### config.mk
export PLATFORM = sky130hd
export DESIGN_NAME = next_pc_stage_flat
export DESIGN_NICKNAME = d
export VERILOG_FILES = /design/src/rtl/next_pc_stage_pkg.sv /design/src/rtl/next_pc_stage_if.sv /design/src/rtl/next_pc_stage_pred_select.sv /design/src/rtl/next_pc_stage.sv /design/src/flat_wrapper.sv
export SDC_FILE = /design/constraint.sdc
export NUM_CORES = 1
export LEC_CHECK = 0
export BUFFER_PORTS_ARGS = -buffer_cell sky130_fd_sc_hd__buf_2
export CAP_MARGIN = 20
export CORE_MARGIN = 8
export CORE_UTILIZATION = 35
export CTS_CLUSTER_DIAMETER = 60
export DETAILED_ROUTE_END_ITERATION = 6
export PLACE_DENSITY = 0.74
export SLEW_MARGIN = 40
export SYNTH_ARGS = -nofsm -noshare
export SYNTH_HDL_FRONTEND = slang
export SYNTH_HIERARCHICAL = 1
export SYNTH_SLANG_ARGS = --single-unit
### constraint.sdc
create_clock -name clk -period 2.7 [get_ports clk]
set_clock_uncertainty 0.2 [all_clocks]
set_input_delay 0.54 -clock clk [delete_from_list [all_inputs] [get_ports clk]]
set_output_delay 0.54 -clock clk [all_outputs]
set_load 0.1 [all_outputs]
### src/rtl/next_pc_stage_pkg.sv
// Shared fetch-unit types, geometry constants and PC helper functions.
package next_pc_stage_pkg;

    localparam int unsigned FETCH_WIDTH            = 2;
    localparam int unsigned PC_WIDTH               = 32;
    localparam int unsigned INSN_BYTES             = 4;
    localparam int unsigned FETCH_GROUP_BYTES      = FETCH_WIDTH * INSN_BYTES;
    localparam int unsigned INSN_OFFSET_BITS       = $clog2(INSN_BYTES);
    localparam int unsigned FETCH_LANE_OFFSET_BITS = $clog2(FETCH_GROUP_BYTES);
    localparam int unsigned LANE_IDX_BITS          = FETCH_LANE_OFFSET_BITS - INSN_OFFSET_BITS;

    localparam logic [PC_WIDTH-1:0] RESET_PC = PC_WIDTH'(32'h0000_1000);

    typedef enum logic [2:0] {
        SEL_FLUSH,
        SEL_DEC,
        SEL_PEND,
        SEL_HOLD,
        SEL_PRED,
        SEL_SEQ
    } next_pc_sel_e;

    typedef enum logic {
        NPC_BOOT,
        NPC_RUN
    } next_pc_state_e;

    // Winning taken-branch prediction of a fetch group.
    typedef struct packed {
        logic                hit;
        logic [PC_WIDTH-1:0] target;
    } pred_result_t;

    // Clear the byte-offset bits below instruction alignment.
    function automatic logic [PC_WIDTH-1:0] align_insn(input logic [PC_WIDTH-1:0] addr);
        return addr & ~PC_WIDTH'(INSN_BYTES - 1);
    endfunction

    // Start of the next fetch group; wraps modulo 2^PC_WIDTH.
    function automatic logic [PC_WIDTH-1:0] seq_pc(input logic [PC_WIDTH-1:0] addr);
        return (addr & ~PC_WIDTH'(FETCH_GROUP_BYTES - 1)) + PC_WIDTH'(FETCH_GROUP_BYTES);
    endfunction

    // Lanes at or above the entry lane of the group are valid.
    function automatic logic [FETCH_WIDTH-1:0] lane_mask(input logic [LANE_IDX_BITS-1:0] idx);
        logic [FETCH_WIDTH-1:0] m;
        for (int i = 0; i < FETCH_WIDTH; i++) begin
            m[i] = (LANE_IDX_BITS'(i) >= idx);
        end
        return m;
    endfunction

endpackage

### src/rtl/next_pc_stage_if.sv
// Bus between the next-PC stage and the fetch stage / redirect sources.
interface next_pc_stage_if;
    import next_pc_stage_pkg::*;

    logic                            stall;
    logic                            flush;
    logic [PC_WIDTH-1:0]             flushPC;
    logic                            decRedirect;
    logic [PC_WIDTH-1:0]             decRedirectPC;
    logic [FETCH_WIDTH-1:0]          fetchValid;
    logic [FETCH_WIDTH-1:0]          btbHit;
    logic [FETCH_WIDTH*PC_WIDTH-1:0] btbOut;
    logic [FETCH_WIDTH-1:0]          brPredTaken;
    logic [FETCH_WIDTH-1:0]          readIsRASPopBr;
    logic [FETCH_WIDTH*PC_WIDTH-1:0] rasOut;
    logic [PC_WIDTH-1:0]             pc;
    logic [FETCH_WIDTH-1:0]          laneValid;
    logic                            squashFetch;

    modport master (
        output stall, flush, flushPC, decRedirect, decRedirectPC,
               fetchValid, btbHit, btbOut, brPredTaken, readIsRASPopBr, rasOut,
        input  pc, laneValid, squashFetch
    );

    modport slave (
        input  stall, flush, flushPC, decRedirect, decRedirectPC,
               fetchValid, btbHit, btbOut, brPredTaken, readIsRASPopBr, rasOut,
        output pc, laneValid, squashFetch
    );

endinterface

### src/rtl/next_pc_stage_pred_select.sv
// Picks the lowest valid taken-and-hit lane and its RAS or BTB target.
module next_pc_pred_select
    import next_pc_stage_pkg::*;
(
    input  logic [FETCH_WIDTH-1:0]          fetch_valid,
    input  logic [FETCH_WIDTH-1:0]          btb_hit,
    input  logic [FETCH_WIDTH-1:0]          br_pred_taken,
    input  logic [FETCH_WIDTH-1:0]          ras_pop,
    input  logic [FETCH_WIDTH*PC_WIDTH-1:0] btb_out,
    input  logic [FETCH_WIDTH*PC_WIDTH-1:0] ras_out,
    output pred_result_t                    result_c
);

    // Scan from the top lane down so the lowest taken lane is written last.
    always_comb begin
        result_c = '0;
        for (int i = FETCH_WIDTH - 1; i >= 0; i--) begin
            if (fetch_valid[i] && btb_hit[i] && br_pred_taken[i]) begin
                result_c.hit    = 1'b1;
                result_c.target = ras_pop[i] ? ras_out[i*PC_WIDTH +: PC_WIDTH]
                                             : btb_out[i*PC_WIDTH +: PC_WIDTH];
            end
        end
    end

endmodule

### src/rtl/next_pc_stage.sv
// Fetch PC register, redirect/prediction priority mux and lane-valid generation.
module next_pc_stage
    import next_pc_stage_pkg::*;
(
    input  logic           clk,
    input  logic           rst,
    next_pc_stage_if.slave bus
);

    next_pc_state_e         state_q, state_d;
    next_pc_sel_e           sel;
    logic [PC_WIDTH-1:0]    pc_q, pc_d;
    logic [FETCH_WIDTH-1:0] lane_valid_q, lane_valid_d;
    logic                   pend_valid_q, pend_valid_d;
    logic [PC_WIDTH-1:0]    pend_pc_q, pend_pc_d;
    logic                   squash_c;
    pred_result_t           pred_c;

    next_pc_pred_select u_pred_select (
        .fetch_valid   (bus.fetchValid),
        .btb_hit       (bus.btbHit),
        .br_pred_taken (bus.brPredTaken),
        .ras_pop       (bus.readIsRASPopBr),
        .btb_out       (bus.btbOut),
        .ras_out       (bus.rasOut),
        .result_c      (pred_c)
    );

    // Boot/run state register.
    always_ff @(posedge clk or negedge rst) begin
        if (!rst) state_q <= NPC_BOOT;
        else      state_q <= state_d;
    end

    // Next state, next-PC priority selection and pending-redirect update.
    always_comb begin
        state_d      = state_q;
        pc_d         = pc_q;
        lane_valid_d = lane_valid_q;
        pend_valid_d = pend_valid_q;
        pend_pc_d    = pend_pc_q;
        sel          = SEL_HOLD;
        squash_c     = 1'b0;

        case (state_q)
            NPC_BOOT: begin
                state_d      = NPC_RUN;
                lane_valid_d = lane_mask(pc_q[FETCH_LANE_OFFSET_BITS-1:INSN_OFFSET_BITS]);
            end
            NPC_RUN: begin
                if (bus.flush)                        sel = SEL_FLUSH;
                else if (bus.decRedirect)             sel = SEL_DEC;
                else if (pend_valid_q && !bus.stall)  sel = SEL_PEND;
                else if (bus.stall)                   sel = SEL_HOLD;
                else if (pred_c.hit)                  sel = SEL_PRED;
                else                                  sel = SEL_SEQ;

                case (sel)
                    SEL_FLUSH: begin
                        pc_d         = align_insn(bus.flushPC);
                        pend_valid_d = 1'b0;
                        squash_c     = 1'b1;
                    end
                    SEL_DEC: begin
                        squash_c = 1'b1;
                        if (bus.stall) begin
                            pend_valid_d = 1'b1;
                            pend_pc_d    = align_insn(bus.decRedirectPC);
                        end else begin
                            pc_d         = align_insn(bus.decRedirectPC);
                            pend_valid_d = 1'b0;
                        end
                    end
                    SEL_PEND: begin
                        pc_d         = pend_pc_q;
                        pend_valid_d = 1'b0;
                    end
                    SEL_PRED: pc_d = align_insn(pred_c.target);
                    SEL_SEQ:  pc_d = seq_pc(pc_q);
                    default:  pc_d = pc_q;
                endcase

                lane_valid_d = lane_mask(pc_d[FETCH_LANE_OFFSET_BITS-1:INSN_OFFSET_BITS]);
            end
            default: state_d = NPC_BOOT;
        endcase
    end

    // PC, lane-valid and pending-redirect registers.
    always_ff @(posedge clk or negedge rst) begin
        if (!rst) begin
            pc_q         <= RESET_PC;
            lane_valid_q <= '0;
            pend_valid_q <= 1'b0;
            pend_pc_q    <= '0;
        end else begin
            pc_q         <= pc_d;
            lane_valid_q <= lane_valid_d;
            pend_valid_q <= pend_valid_d;
            pend_pc_q    <= pend_pc_d;
        end
    end

    assign bus.pc          = pc_q;
    assign bus.laneValid   = lane_valid_q;
    assign bus.squashFetch = squash_c;

endmodule

### src/flat_wrapper.sv
// flat-port wrapper written by rule: the top's interface ports become plain ports
module next_pc_stage_flat import next_pc_stage_pkg::*;
  (clk, rst, bus_stall, bus_flush, bus_flushPC, bus_decRedirect, bus_decRedirectPC, bus_fetchValid, bus_btbHit, bus_btbOut, bus_brPredTaken, bus_readIsRASPopBr, bus_rasOut, bus_pc, bus_laneValid, bus_squashFetch);
  next_pc_stage_if bus_i ();
  input  logic clk;
  input  logic rst;
  input wire logic [$bits(bus_i.stall)-1:0] bus_stall;
  input wire logic [$bits(bus_i.flush)-1:0] bus_flush;
  input wire logic [$bits(bus_i.flushPC)-1:0] bus_flushPC;
  input wire logic [$bits(bus_i.decRedirect)-1:0] bus_decRedirect;
  input wire logic [$bits(bus_i.decRedirectPC)-1:0] bus_decRedirectPC;
  input wire logic [$bits(bus_i.fetchValid)-1:0] bus_fetchValid;
  input wire logic [$bits(bus_i.btbHit)-1:0] bus_btbHit;
  input wire logic [$bits(bus_i.btbOut)-1:0] bus_btbOut;
  input wire logic [$bits(bus_i.brPredTaken)-1:0] bus_brPredTaken;
  input wire logic [$bits(bus_i.readIsRASPopBr)-1:0] bus_readIsRASPopBr;
  input wire logic [$bits(bus_i.rasOut)-1:0] bus_rasOut;
  output wire logic [$bits(bus_i.pc)-1:0] bus_pc;
  output wire logic [$bits(bus_i.laneValid)-1:0] bus_laneValid;
  output wire logic [$bits(bus_i.squashFetch)-1:0] bus_squashFetch;
  assign bus_i.stall = bus_stall;
  assign bus_i.flush = bus_flush;
  assign bus_i.flushPC = bus_flushPC;
  assign bus_i.decRedirect = bus_decRedirect;
  assign bus_i.decRedirectPC = bus_decRedirectPC;
  assign bus_i.fetchValid = bus_fetchValid;
  assign bus_i.btbHit = bus_btbHit;
  assign bus_i.btbOut = bus_btbOut;
  assign bus_i.brPredTaken = bus_brPredTaken;
  assign bus_i.readIsRASPopBr = bus_readIsRASPopBr;
  assign bus_i.rasOut = bus_rasOut;
  assign bus_pc = bus_i.pc;
  assign bus_laneValid = bus_i.laneValid;
  assign bus_squashFetch = bus_i.squashFetch;
  next_pc_stage u_core (.clk(clk), .rst(rst), .bus(bus_i));
endmodule
======== Word level (Yosys, flattened, before mapping) ========
Index checks and enable logic that the tools add are counted.
storage, ports and cells
  output and inout bits ................... 35
  input port bits ......................... 205
  flip-flop bits (word level) ............. 66
  word-level logic and storage cells ...... 49
cells by class
  muxes and demuxes ....................... 18
  reduce and logical (&&, ||, !) cells .... 13
  equal/unequal tests ..................... 6
  $lt $le $gt $ge ......................... 4
  $add $sub $neg .......................... 1
  bitwise gates (word level) .............. 1
operator list
  kind                     number
  $pmux W32 S5             1
  $mux W32                 4
  $mux W33                 2
  $add A32 B4 Y32 const B  1
  $mux W3                  5
  $eq A3 B3 Y1 const B     2
  $ne A6 B6 Y1 const B     1
  $reduce_and A3 Y1        2
  $logic_and A1 B1 Y1      5
  $ge A1 B1 Y1 const A     4
  $mux W1                  4
  $pmux W2 S2              1
  $reduce_or A2 Y1         2
  $eq A3 B1 Y1 const B     1
  $eq A3 B2 Y1 const B     1
  $logic_not A3 Y1         1
  $ne A3 B3 Y1 const B     1
  $pmux W1 S2              1
  $reduce_and A2 Y1        1
  $reduce_bool A2 Y1       1
  $logic_not A1 Y1         1
  $not A1 Y1               1

======== Logic depth before layout (Yosys ltp) ========
Gate-level depths: netlist (run 1).
  word-level depth ........................ 15
  gate-level depth with buffers ........... 9
  depth with buffers taken out ............ 6

======== Cells and area by module ========
The synthesis (run 1) kept the hierarchy.
by module, submodules not included
  module               times used  area each (µm²)  cells an instance
  next_pc_stage        1           4,161.5          466
  next_pc_pred_select  1           1,059.8          114

======== Worst setup path after synthesis (run 1) ========
Ideal clock, no wire load.
  kind .................................... flip-flop to flip-flop
  from .................................... register u_core.pc_q[3], in the netlist u_core/bus.pc[3]
  to ...................................... register u_core.pc_q[29], in the netlist u_core/bus.pc[29]
  slack ................................... -0.065 ns
  required time ........................... 2.375 ns
  arrival time ............................ 2.440 ns
  buffers on the path ..................... 0
  clock period less this slack ............ 2.765 ns
  stages on the path, launching flop included .. 7
  cell sequence ........................... dfrtp_1 -> ha_1 -> nand4_2 -> nor4_4 -> and2_4 -> a41oi_1 -> o22a_1
between the ends
  longest elaborated chain between the ends .. 3
RTL lines
  item                    RTL line                 source
  start, declared         next_pc_stage.sv:12      logic [PC_WIDTH-1:0] pc_q, pc_d;
  start signal, assigned  next_pc_stage.sv:97      pc_q <= pc_d;
  $add A32 B4 Y32         next_pc_stage_pkg.sv:41  return (addr & ~PC_WIDTH'(FETCH_GROUP_BYTES - 1)) + PC_WIDTH'(FETCH_GROUP_BYTES);
  $pmux W32 S5            next_pc_stage.sv:58      case (sel)
  $mux W32                next_pc_stage.sv:45      case (state_q)
Every way passes these cells. The select of a mux whose other input is x is not followed.
A chain may end at the register's enable or synchronous reset.

======== Worst setup path after layout (run 1) ========
  from .................................... input bus_flush
  to ...................................... output bus_squashFetch
between the ends
  longest elaborated chain between the ends .. 6
RTL lines
  item                                              RTL line             source
  start, declared                                   flat_wrapper.sv:8    input wire logic [$bits(bus_i.flush)-1:0] bus_flush;
  $mux W3 (*)                                       next_pc_stage.sv:51  if (bus.flush) sel = SEL_FLUSH;
  $mux W3 (*)                                       next_pc_stage.sv:45
  $eq A3 B1 Y1 or $logic_not A3 Y1 (tied branches)  next_pc_stage.sv:58
  $reduce_or A2 Y1 (no source line) (*)             n/a
  $mux W1 (*)                                       next_pc_stage.sv:58
  $mux W1 (*)                                       next_pc_stage.sv:45
  end, declared                                     flat_wrapper.sv:20   output wire logic [$bits(bus_i.squashFetch)-1:0] bus_squashFetch;
Every way passes the cells marked *; elsewhere a longest branch is shown, timed or not. The select of a mux whose other input is x is not followed.

==> results of run 1 <==
power by group through the flow:
stage          Clock, µW  Sequential (µW)  Combinational (µW)
2_1_floorplan          0             1770                 568
3_3_place_gp           0             1280                1450
3_5_place_dp           0             1280                1460
4_1_cts             1180             1270                1470
5_1_grt             1230             1300                1550
6_report            1160             1270                1470
metrics by stage:
stage | hold slack [ns] | instances | util | total power (µW)
6_report | 0.01569 | 973 | 0.4634 | 3903
5_1_grt | 0.04262 | 973 | 0.4634 | 4082
4_1_cts | 0.03738 | 972 | 0.4633 | 3917
3_5_place_dp | 0.2809 | 957 | 0.4426 | 2746
3_3_place_gp | 0.2703 | 957 | 0.4426 | 2724
2_1_floorplan | 0.04441 | 575 | - | 2339
metal layers:
metal | track usage | share of wire | vias to the layer above
met5 | 0 | 0.0018 | -
met4 | 0.04345 | 0.011 | 6
met3 | 0.04559 | 0.099 | 20
met2 | 0.2913 | 0.46 | 244
met1 | 0.2628 | 0.43 | 2501
li1 | - | - | 2571
state kept, by name (all words and copies together) (netlist names):
name	count
u_core/bus.laneValid	2
u_core/bus.pc	30
u_core/pend_pc_q	30
u_core/pend_valid_q	1
worst paths after layout:
check | startpoint | to | slack [ns] | depth (start not counted)
min in group clk | bus_decRedirectPC[31] | u_core/pend_pc_q[31]$_DFFE_PN0P_ | 0.24 | 2
max | bus_flush | bus_squashFetch | 0.33 | 4
min | rst | u_core/bus.pc[3]$_DFFE_PN0P_ | 0.02 | 2
min reg2reg | u_core/bus.pc[2]$_DFFE_PN0P_ | u_core/bus.laneValid[0]$_DFF_PN0_ | 0.28 | 1
max in group asynchronous | rst | u_core/bus.pc[12]$_DFFE_PN1P_ | 1.95 | 2
max reg2reg | u_core/bus.pc[3]$_DFFE_PN0P_ | u_core/bus.pc[29]$_DFFE_PN0P_ | 0.42 | 6
critical path, delay by kind of cell:
family / cells / cell delay, ns
buffers and inverters: 3 / 0.86
AOI/OAI and AO/OA: 1 / 0.21
area by class of cell:
cell class,count,area share
clock buffer,12,0.03822
clock inverter,3,0.006340
timing repair buffer,247,0.2025
tap,184,0.03431
antenna,1,0.0003729
multi-input combinational,447,0.4738
sequential,63,0.2355
inverter,16,0.008950
==> results.txt, run 1 <==
* Initial DRC Count: 470
* Half-perimeter wire length after placement: roughly 15,000 µm
- Starting Density: 0.3570
- The worst path in the final design needs a cycle of about 2.4 ns, including I/O delays and setup.
- In the routed design, unresolved DRC markers number 0.
- Boundary pin count: 240
- Remaining global-route overflow: 0
* Timing-limited maximum frequency: between 400 and 500 MHz
- In this run, post-CTS hold repair placed 0 buffers.
- Unrepaired setup endpoints after global routing: false
- Synth-to-Final Area Change: 29.82%
* DR vias: approximately 5,300
* Clock tree from TritonCTS: yes
* Power density of the placed cells: 581.7 nW/µm²
* Footprint of the multi-input gates: 3179 µm²
* Pre-CTS setup slack: 0.2802 ns
* Peak VDD IR: 279.2 µV
- Final Max Slew Viols: 0
- TritonCTS Buffers: 9
* Setup tns final: 0 ns
* Leading cell types in the layout, fill and taps excluded: sky130_fd_sc_hd__buf_2, sky130_fd_sc_hd__dfrtp_1, sky130_fd_sc_hd__mux2i_1
- The library cell used most frequently in the layout, excluding fill and tap cells, is sky130_fd_sc_hd__buf_2.
- CTS HTree Levels: 3
- Clock-pin slew was measured on the worst setup and hold paths at 0.06 ns.
- Vias per inst: 5.490
- The number of antenna violations at the first check in global routing came to 4.
- The clock net in this run drives a total of 63 sinks.
- Worst-Margin Slew: about 0.8 ns
- Die footprint: 18,910 µm²
- Critical path required time: approximately 2 ns
* FILL cells: between 1,000 and 1,500
* Netlist area before placement: between 5000 and 6000 µm²
* Finished Cell Area: 6710 µm²
- Setup violations remaining at the end of the flow were counted as 0.
- Sequential power share: 0.327
- Length of the first detailed-routing pass in iterations: 5
* NetSw: approximately 1600 µW
- Post-CTS repair changed the size of 0 cells.
- The share of total power dissipated in the clock network is 0.298.
- After detailed routing, the average wire length per cell comes to 19.52 µm.
* Endpoint kind of the worst setup timing path: output pin
* Share of the cycle needed by the critical path after routing: 0.8762
- The number of hold violations in the final report is 0.
- Number of nets in the layout: 990
- Entering global routing, the biggest net connects 64 pins.
* Worst endpoint data arrival time: ~1.6 ns
- The slowest stage of the critical path is the sky130_fd_sc_hd__buf_4 cell.
- Max-cap violation count: 0
- Kind of start point of the critical path: input pin
* Category of the critical setup timing path: in2out
* Final wirelength: ~19,000 µm
* Leakage power: between 0.003 and 0.004 µW
* Total routing resource utilization after global routing: 0.1899
- Number of antenna-violating nets in the routed design: 0
- Layout cell share with drive strength beyond 1: 0.4112
- The largest single stage delay on the critical path is 0.40 ns.
* Core footprint: ~14,000 µm²
- Warnings from Yosys: 6
- The worst hold path belongs to the class in2async.
* List of cells traversed by the critical path: buf_2 > buf_4 > o21a_1 > buf_12
- Internal power comes to approximately 2300 µW.
- The first global-routing pass estimated 28,120 µm of wire.
- Switching Fraction: 0.4018
* Vias in the first global route: 5,066
* Maximum buffer depth of the clock tree: 2
- Area after detailed placement: roughly 6400 µm²
* Area taken by flip-flops and latches: 1580 µm²
* Clock latency reported for the late side of the worst-skew pair: roughly 0.32 ns
- In this run the mean area of a mapped cell was between 9 and 10 µm².
- Placer's final routability congestion estimate: 0.8796
- Y dimension of the die: about 140 µm
- Placement Rows: 44
- The tree is rooted in a sky130_fd_sc_hd__clkbuf_16.
- Counting every instance in the synthesized netlist gives ~570.
* Max-slew headroom: 0.4615
- Die span in x: around 140 µm
- Input and output buffers added on the ports amount to 225.
* Post-CTS repair timing setup buffer count: 0
- In the post-route analysis, the smallest setup slack over all paths is 0.3342 ns.
- Outcome: finished clean
- Part of the power in combinational logic: 0.376
- Largest fanout on the critical path: 35
(Power assumes the default switching activity.)
==> inputs of run 2 (changes only) <==
- CORE_UTILIZATION: 35 -> 48
- PLACE_DENSITY: 0.74 -> 0.93
==> run 2 against run 1 <==
Net effect:
- first-iteration DRC count is 37% higher
- global-route usage increased by 8.0 points
- the run now ends with hold timing left
- core utilization up 15 points
- register-to-register slack hardly changed
- die area is 24% lower
- fmax is 1.5% lower
- total power is 7.9% lower
- clock power is 29% lower
- worst hold slack lost 0.030 ns
==> results.txt, run 2 (synthesis gave the netlist of run 1 again) <==
* Total routing resource utilization after global routing: 0.2697
- Unrepaired setup endpoints after global routing: false
- Hold buffer count at CTS: 0
- The critical path in this run is classified as in2out.
- The detail route stage leaves a number of antenna-violating nets equal to 0.
- List of cells traversed by the critical path: buf_2 > buf_4 > o21a_1 > buf_12
* Boundary pin count: 240
- Leakage power: roughly 0.0032 µW
- After clock tree synthesis, the repair step resized 0 gates.
- Failing checks: hold timing
- Peak VDD IR: about 290 µV
- CTS built an H-tree with a depth of 3.
- Cell class contributing the biggest share of worst-path delay: buffers and inverters
- Once detailed placement completed, the half-perimeter wirelength came to 15,440 µm.
- The via count of the first global-routing pass was between 5,000 and 6,000.
* Clock tree from TritonCTS: yes
- Max-cap violation count: 0
* Timing-limited maximum frequency: approximately 420 MHz
- Across all hold checks on the routed design, the worst slack comes to -0.01429 ns.
- At the pin with the least slew margin, the transition time is ~0.75 ns.
- In the final layout, the share of cells above drive strength 1 is 0.4129.
- Y dimension of the die: between 100 and 150 µm
- Die footprint: 14,340 µm²
- Placement Rows: 38
- DR vias: 5,789
- The slowest stage of the critical path belongs to the cell sky130_fd_sc_hd__buf_4.
- TritonCTS created 9 clock buffers.
- The number of antenna violations at the first check in global routing is 5.
* Final min period: approximately 2.4 ns
* Leading cell types in the layout, fill and taps excluded: sky130_fd_sc_hd__buf_2, sky130_fd_sc_hd__dfrtp_1, sky130_fd_sc_hd__mux2i_1
- STA puts the critical path data required time at 1.96 ns.
* Initial DRC Count: around 650
- Length of the first detailed-routing pass in iterations: 5
* Final number of setup-violating endpoints: 0
* Reg clk slew, reported paths: 0.07 ns
- Final Max Slew Viols: 0
- Placer's final routability congestion estimate: approximately 0.96
- Starting Density: 0.4853
- The path class of the tightest hold or removal check is in2async.
- Number of clock sinks: 63
* Setup tns final: 0 ns
- STA classifies the critical path startpoint as an input pin.
- Wire length of the first global-routing pass: about 30,000 µm
* DRC violations left: 0
* Largest fanout on the critical path: 35
- Clock Tree Root: sky130_fd_sc_hd__clkbuf_8
- STA puts the critical path data arrival time at around 1.7 ns.
- Clock latency reported for the late side of the worst-skew pair: around 0.35 ns
* Final hold violation count: 10
- Max-slew headroom: 0.4978
* Port Buf Inserts: ~230
* Endpoint kind of the worst setup timing path: output pin
- Number of nets in the layout: slightly below 1,000
- Outcome: finished, violations left
- Total Power Consumption: 3597 µW
* Final wirelength: just over 20,000 µm
- Vias per inst: between 6 and 7
- Compared with the post-synthesis result, the final layout area differs by 26.99%.
- Crit path buffers/inverters: 3
- For this design the ratio of total power to cell area is approximately 550 nW/µm².
* Maximum buffer depth of the clock tree: 2
- Remaining global-route overflow: 0
- The largest single stage delay on the critical path is slightly above 0.4 ns.
- Share of the cycle needed by the critical path after routing: 0.8899
* Core footprint: between 10,000 and 15,000 µm²
- Routed wire length per instance: 21.49 µm
- Largest net degree at the start of global routing: 64
- After clock tree synthesis, the setup repair step added 0 buffers.
- Die span in x: roughly 120 µm
- The library cell used most frequently in the layout, excluding fill and tap cells, is sky130_fd_sc_hd__buf_2.
run 2: path summary, 6_finish.rpt:
| kind | from | to | slack (ns) | cells after the start |
|---|---|---|---|---|
| worst max-delay path | bus_flush | bus_squashFetch | 0.30 | 4 |
| worst min-delay path | rst | u_core/bus.pc[26]$_DFFE_PN0P_ | -0.01 | 2 |
| worst max register to register | u_core/bus.pc[3]$_DFFE_PN0P_ | u_core/bus.pc[31]$_DFFE_PN0P_ | 0.41 | 6 |
| worst min register to register | u_core/bus.pc[2]$_DFFE_PN0P_ | u_core/bus.laneValid[0]$_DFF_PN0_ | 0.29 | 1 |
| max in group asynchronous | rst | u_core/bus.pc[12]$_DFFE_PN1P_ | 1.98 | 2 |
| min in group clk | bus_decRedirectPC[2] | u_core/pend_pc_q[2]$_DFFE_PN0P_ | 0.23 | 2 |
run 2: per-stage QoR:
stage | hold slack [ns] | util | instances | cell area [µm²] | setup WS [ns]
3_3_place_gp | 0.2640 | 0.5975 | 916 | 6364 | 0.2540
5_1_grt | 0.02016 | 0.6163 | 936 | 6564 | 0.2619
2_1_floorplan | 0.04441 | - | 575 | 5175 | 0.02310
4_1_cts | 0.008092 | 0.6154 | 932 | 6554 | 0.3318
3_5_place_dp | 0.2730 | 0.5975 | 916 | 6364 | 0.2078
6_report | -0.01429 | 0.6163 | 936 | 6564 | 0.2974
run 2: power breakdown:
group          switching [µW]  internal [µW]  total [µW]  leakage [µW]
sequential                164           1120        1280      0.000736
clock                     381            448         829      0.000100
combinational            1030            459        1490       0.00234
total                    1570           2020        3600       0.00318
run 2: area by class of cell:
cell class                 instances  area (µm²)
clock buffer                      12       145.1
inverter                          16       60.06
tap                              140       175.2
clock inverter                     4       45.04
fill                             887        4086
antenna                            4       10.01
multi-input combinational        447        3179
sequential                        63        1580
timing repair buffer             250        1369
run 2: per-layer routing:
| metal | share of wire | track usage | routed length (µm) | vias to the layer above |
|---|---|---|---|---|
| li1 | - | - | - | 2582 |
| met1 | 0.39 | 0.3623 | 7870 | 2715 |
| met2 | 0.48 | 0.4226 | 9636 | 434 |
| met3 | 0.098 | 0.05214 | 1974 | 54 |
| met4 | 0.030 | 0.09914 | 612 | 4 |
| met5 | 0.0011 | 0 | 22 | - |
run 2: worst register-to-register path: cells and delay by family, from the launching register on:
kind / cells / cell delay (ns)
and+or+nand+nor: 3 / 0.99
DFF: 1 / 0.41
AOI/OAI and AO/OA: 2 / 0.34
adders and majority gates: 1 / 0.25
